`src/rtl/instr_fetch_unit_pkg.sv`:
```
// instr_fetch_unit_pkg: shared CPU instruction field positions, fetch FSM encoding and default widths
package instr_fetch_unit_pkg;
    localparam int ADDR_W_DEF  = 8;
    localparam int INSTR_W_DEF = 16;
    localparam int OPC_MSB     = 15;
    localparam int OPC_LSB     = 12;
    localparam int FUNC_MSB    = 5;
    localparam int FUNC_LSB    = 0;
    typedef enum logic [1:0] {
        IDLE = 2'd0,
        REQ  = 2'd1,
        WAIT = 2'd2,
        HOLD = 2'd3
    } fetch_state_e;
endpackage

```
`src/rtl/instr_fetch_unit_pc_reg.sv`:
```
// instr_fetch_unit_pc_reg: program counter with reset value, jump load and wrapping increment
//   clk, rst_n : clock, async active-low reset (pc returns to RESET_PC)
//   load       : advance the pc this cycle (controller handshake)
//   jump       : when loading, take target instead of pc+1
//   target     : jump destination
//   pc         : current program counter
module instr_fetch_unit_pc_reg
    import instr_fetch_unit_pkg::*;
#(
    parameter int                ADDR_W   = ADDR_W_DEF,
    parameter logic [ADDR_W-1:0] RESET_PC = '0
) (
    input  logic              clk,
    input  logic              rst_n,
    input  logic              load,
    input  logic              jump,
    input  logic [ADDR_W-1:0] target,
    output logic [ADDR_W-1:0] pc
);
    logic [ADDR_W-1:0] pc_d, pc_q;
    always_comb pc_d = load ? (jump ? target : pc_q + ADDR_W'(1)) : pc_q;
    always_ff @(posedge clk or negedge rst_n)
        if (!rst_n) pc_q <= RESET_PC;
        else        pc_q <= pc_d;
    assign pc = pc_q;
endmodule

```
`src/rtl/instr_fetch_unit.sv`:
```
// instr_fetch_unit: pc holder issuing single-outstanding imem reads and presenting the fetched word to the controller
//   clk, rst_n               : clock, async active-low reset
//   en                       : run enable; low stops new fetches from starting
//   imem_req, imem_addr      : one-cycle read strobe and word address (address tracks pc)
//   imem_rvalid, imem_rdata  : read return, only accepted while waiting
//   instr_valid, instr_ready : handshake for the presented instruction
//   instr, opcode, func      : instruction register and its field slices
//   instr_pc                 : address the presented instruction came from
//   pc_flag, jump_target     : redirect request, sampled only on handshake
module instr_fetch_unit
    import instr_fetch_unit_pkg::*;
#(
    parameter int                ADDR_W   = ADDR_W_DEF,
    parameter int                INSTR_W  = INSTR_W_DEF,
    parameter logic [ADDR_W-1:0] RESET_PC = '0
) (
    input  logic               clk,
    input  logic               rst_n,
    input  logic               en,
    output logic               imem_req,
    output logic [ADDR_W-1:0]  imem_addr,
    input  logic               imem_rvalid,
    input  logic [INSTR_W-1:0] imem_rdata,
    output logic               instr_valid,
    input  logic               instr_ready,
    output logic [INSTR_W-1:0] instr,
    output logic [3:0]         opcode,
    output logic [5:0]         func,
    output logic [ADDR_W-1:0]  instr_pc,
    input  logic               pc_flag,
    input  logic [ADDR_W-1:0]  jump_target
);
    fetch_state_e       state_d, state_q;
    logic               imem_req_d, imem_req_q;
    logic               instr_valid_d, instr_valid_q;
    logic [INSTR_W-1:0] instr_d, instr_q;
    logic [ADDR_W-1:0]  instr_pc_d, instr_pc_q;
    logic [ADDR_W-1:0]  pc;
    logic               handshake;

    // instr_valid is only ever set in HOLD, so this can only fire there
    assign handshake = instr_valid_q & instr_ready;

    instr_fetch_unit_pc_reg #(.ADDR_W(ADDR_W), .RESET_PC(RESET_PC)) u_pc (
        .clk    (clk),
        .rst_n  (rst_n),
        .load   (handshake),
        .jump   (pc_flag),
        .target (jump_target),
        .pc     (pc)
    );

    always_comb begin
        state_d       = state_q;
        instr_d       = instr_q;
        instr_pc_d    = instr_pc_q;
        instr_valid_d = instr_valid_q;
        case (state_q)
            IDLE: state_d = en ? REQ : IDLE;
            REQ:  state_d = WAIT;
            WAIT: if (imem_rvalid) begin
                instr_d       = imem_rdata;
                instr_pc_d    = pc;
                instr_valid_d = 1'b1;
                state_d       = HOLD;
            end
            HOLD: if (handshake) begin
                instr_valid_d = 1'b0;
                state_d       = en ? REQ : IDLE;
            end
        endcase
        // strobe is registered, so it is derived from the state being entered
        imem_req_d = state_d == REQ;
    end

    always_ff @(posedge clk or negedge rst_n)
        if (!rst_n) begin
            state_q       <= IDLE;
            imem_req_q    <= 1'b0;
            instr_valid_q <= 1'b0;
            instr_q       <= '0;
            instr_pc_q    <= RESET_PC;
        end else begin
            state_q       <= state_d;
            imem_req_q    <= imem_req_d;
            instr_valid_q <= instr_valid_d;
            instr_q       <= instr_d;
            instr_pc_q    <= instr_pc_d;
        end

    assign imem_req    = imem_req_q;
    assign imem_addr   = pc;
    assign instr_valid = instr_valid_q;
    assign instr       = instr_q;
    assign instr_pc    = instr_pc_q;
    assign opcode      = instr_q[OPC_MSB:OPC_LSB];
    assign func        = instr_q[FUNC_MSB:FUNC_LSB];
endmodule

```
`config.mk`:
```
export PLATFORM = sky130hd
export DESIGN_NAME = instr_fetch_unit
export DESIGN_NICKNAME = d
export VERILOG_FILES = /design/src/rtl/instr_fetch_unit_pkg.sv /design/src/rtl/instr_fetch_unit_pc_reg.sv /design/src/rtl/instr_fetch_unit.sv
export SDC_FILE = /design/constraint.sdc
export NUM_CORES = 1
export LEC_CHECK = 0
export CORE_MARGIN = 4
export CORE_UTILIZATION = 40
export CTS_CLUSTER_DIAMETER = 30
export DETAILED_ROUTE_END_ITERATION = 10
export PLACE_DENSITY = 0.75
export SYNTH_ARGS = -nofsm -noshare
export SYNTH_HDL_FRONTEND = slang
export SYNTH_SLANG_ARGS = --single-unit
```
`constraint.sdc`:
```
create_clock -name clk -period 1.81 [get_ports clk]
set_clock_uncertainty 0.05 [all_clocks]
set_input_delay 0.362 -clock clk [delete_from_list [all_inputs] [get_ports clk]]
set_output_delay 0.362 -clock clk [all_outputs]
set_load 0.02 [all_outputs]
```
==> metrics.txt <==
IO Port Bufs=73; area grow syn2layout=52.99%; worst ir drop on vdd=0.8257 mV; Relative slew margins=69.82%; layout cells sized above 1=21.70%; clock buffer depth=2; Filler Cells Inserted=280; Post-Syn Area=1634 um2; IO Count=74; CTS tree=yes; Sink Count=36; Cell variety after synth=27; WP data arrival=1360 ps; ANT cells=0; TritonRoute pass-1 iters=4; die height=71.92 um; Post-Syn Nets=167; Hold Buf Count CTS=0; drt first-iter violations=48; PwrDens=1878 nW/um2; Avg Inst Size Synth=12.02 um2; outcome=finished, final reports clean; DRC=0; Hold Fails Final Rpt=0; Die ar.=5172 um2; period utilization=97.80%; Req. time, crit path=1400 ps; H-tree depth=2; Final setup viols=0; min Tclk post-route=1770 ps; first-pass GRT wire length=6906 um; FF+latch count, synth=36; max-slew violations=0; WL per Instance=15.86 um; Root Buffer=clkbuf_8; Initial Utilization=43.02%; class of the worst hold path=in -> async; Crit. End Element=output pin; nets=242; register area share after synthesis=55.13%; max-cap check violation count=0; critical setup path kind=reg -> out; area of the core=3799 um2; Post-Syn Instances=136; CP Buf/Inv Count=1; final WL=4124 um; Synth area leader=dfrtp_1; vias=1,378; Synth top area share=55.13%; Worst-Skew Late Latency=290 ps; initial antenna violation count=0; Synth area leaders=dfrtp_1 55%, mux2_2 17%, buf_4 4.6%; placed wire-length estimate=3106 um; yosys warns=0; hold_ws=434.9 ps; setup TNS=0 ps; max incr delay on CP=640 ps; largest net degree at the start of global routing=37; die width=71.92 um; row count=22; Num CTS Buffers=5; Placer Congestion=0.8808; family with the most delay on the worst path=buffers and inverters; vias per cell=5.300; Critical-path top delay cell=clkdlybuf4s50_1; CP Cell Sequence=clkdlybuf4s50_1; vias in the first global route=1,457; Total Routing Usage GR=16.98%; startpoint type of the worst setup path=flip-flop; RSZ-0062 raised after global routing=false; GRT overflow=0; fmax=564.9 MHz; Final ANT Viol Nets=0; crit path max fanout=5; static leakage=1.061 nW; CTS clk-pin slew, worst paths=70 ps; slew of the pin with the lowest slew margin=452.7 ps
==> cells in the mapped netlist <==
master     n
dfrtp_1   36
mux2_2    24
buf_4     10
nand3_1    8
nand2_1    7
a21oi_1    6
nor2_1     5
o22ai_1    5
buf_2      4
o21ai_0    4
mux2i_1    3
and3_1     2
clkbuf_1   2
nand2b_1   2
nand4_1    2
nor3_1     2
nor4_1     2
o211ai_1   2
o21a_1     2
a311oi_1   1
and2_0     1
and4_2     1
ha_1       1
inv_1      1
nand2_4    1
nand3b_2   1
or4b_1     1
==> timing repair <==
| item | in CTS | in global routing |
|---|---|---|
| setup endpoints to repair | 4 | 0 |
| buffers inserted | 0 | 0 |
| resized for setup | 4 | 0 |
==> state kept, by name, summed over array words and instances, names as in the netlist <==
name,flops
u_pc.pc,8
instr_pc,8
imem_req,1
instr,16
instr_valid,1
state_q,2
==> layer usage <==
metal	wire length, um	GRT usage (%)
met3	463	6.925
met1	1649	20.73
met5	0	0
met4	65	5.219
met2	1945	27.55
==> metrics by stage <==
step	power (mW)	instance area (um2)	setup slack, ps	std cells	util, %
3_5_place_dp	4.194	2417	52.82	252	63.64
5_1_grt	4.968	2500	3.631	260	65.81
4_1_cts	4.749	2500	22.61	260	65.81
2_1_floorplan	2.979	1634	307.0	136	-
3_3_place_gp	4.122	2417	112.1	252	63.64
6_report	4.694	2500	39.75	260	65.81
==> placed cells by master, fill, tap and decap left out, types with 2 or more instances in the layout <==
cell	instances
mux2i_1	3
o21a_1	2
nand2b_1	2
nand3_1	8
and3_1	2
o22ai_1	5
o211ai_1	2
nor4_1	2
dfrtp_1	36
nand4_1	2
o21ai_0	4
nor2_1	5
dlygate4sd2_1	4
clkdlybuf4s50_1	69
nor3_1	2
mux2_2	24
clkbuf_8	5
clkinv_2	2
nand2_1	7
a21oi_1	6
buf_4	10
==> where the power goes <==
part | switching [mW] | total (mW) | internal (mW)
clock network | 0.295 | 0.563 | 0.268
logic | 1.26 | 2.62 | 1.36
registers | 0.313 | 1.51 | 1.20
total | 1.87 | 4.69 | 2.82
==> cell type report <==
cell class	count	area (um2)	area share (%)
clock buffer	5	68.82	2.753
sequential	36	900.9	36.04
inverter	1	3.754	0.1502
timing repair buffer	84	820.8	32.83
clock inverter	3	18.77	0.7508
multi-input combinational	83	626.9	25.08
tap	48	60.06	2.402
==> cells by family (layout without fill, tap and decap cells) <==
group / count (synthesis) / in the layout / share of synthesized area (%)
AOI/OAI and AO/OA: 20 / 20 / 7.350
buffers and inverters: 17 / 93 / 6.508
and+or+nand+nor: 35 / 35 / 11.87
adders and majority gates: 1 / 1 / 0.7656
muxes: 27 / 27 / 18.38
DFF: 36 / 36 / 55.13
==> final timing paths <==
path / from / to / slack, ps / cells past startpoint
min in group clk: instr[9] / instr[9] / 460 / 1
max in group asynchronous: rst_n / u_pc.pc[3] / 950 / 2
max: u_pc.pc[7] / imem_addr[7] / 40 / 1
min reg2reg: instr[9] / instr[9] / 460 / 1
max reg2reg: u_pc.pc[0] / u_pc.pc[6] / 270 / 4
min: rst_n / instr[6] / 430 / 2
No activity file was read; power rests on OpenSTA's default activity.
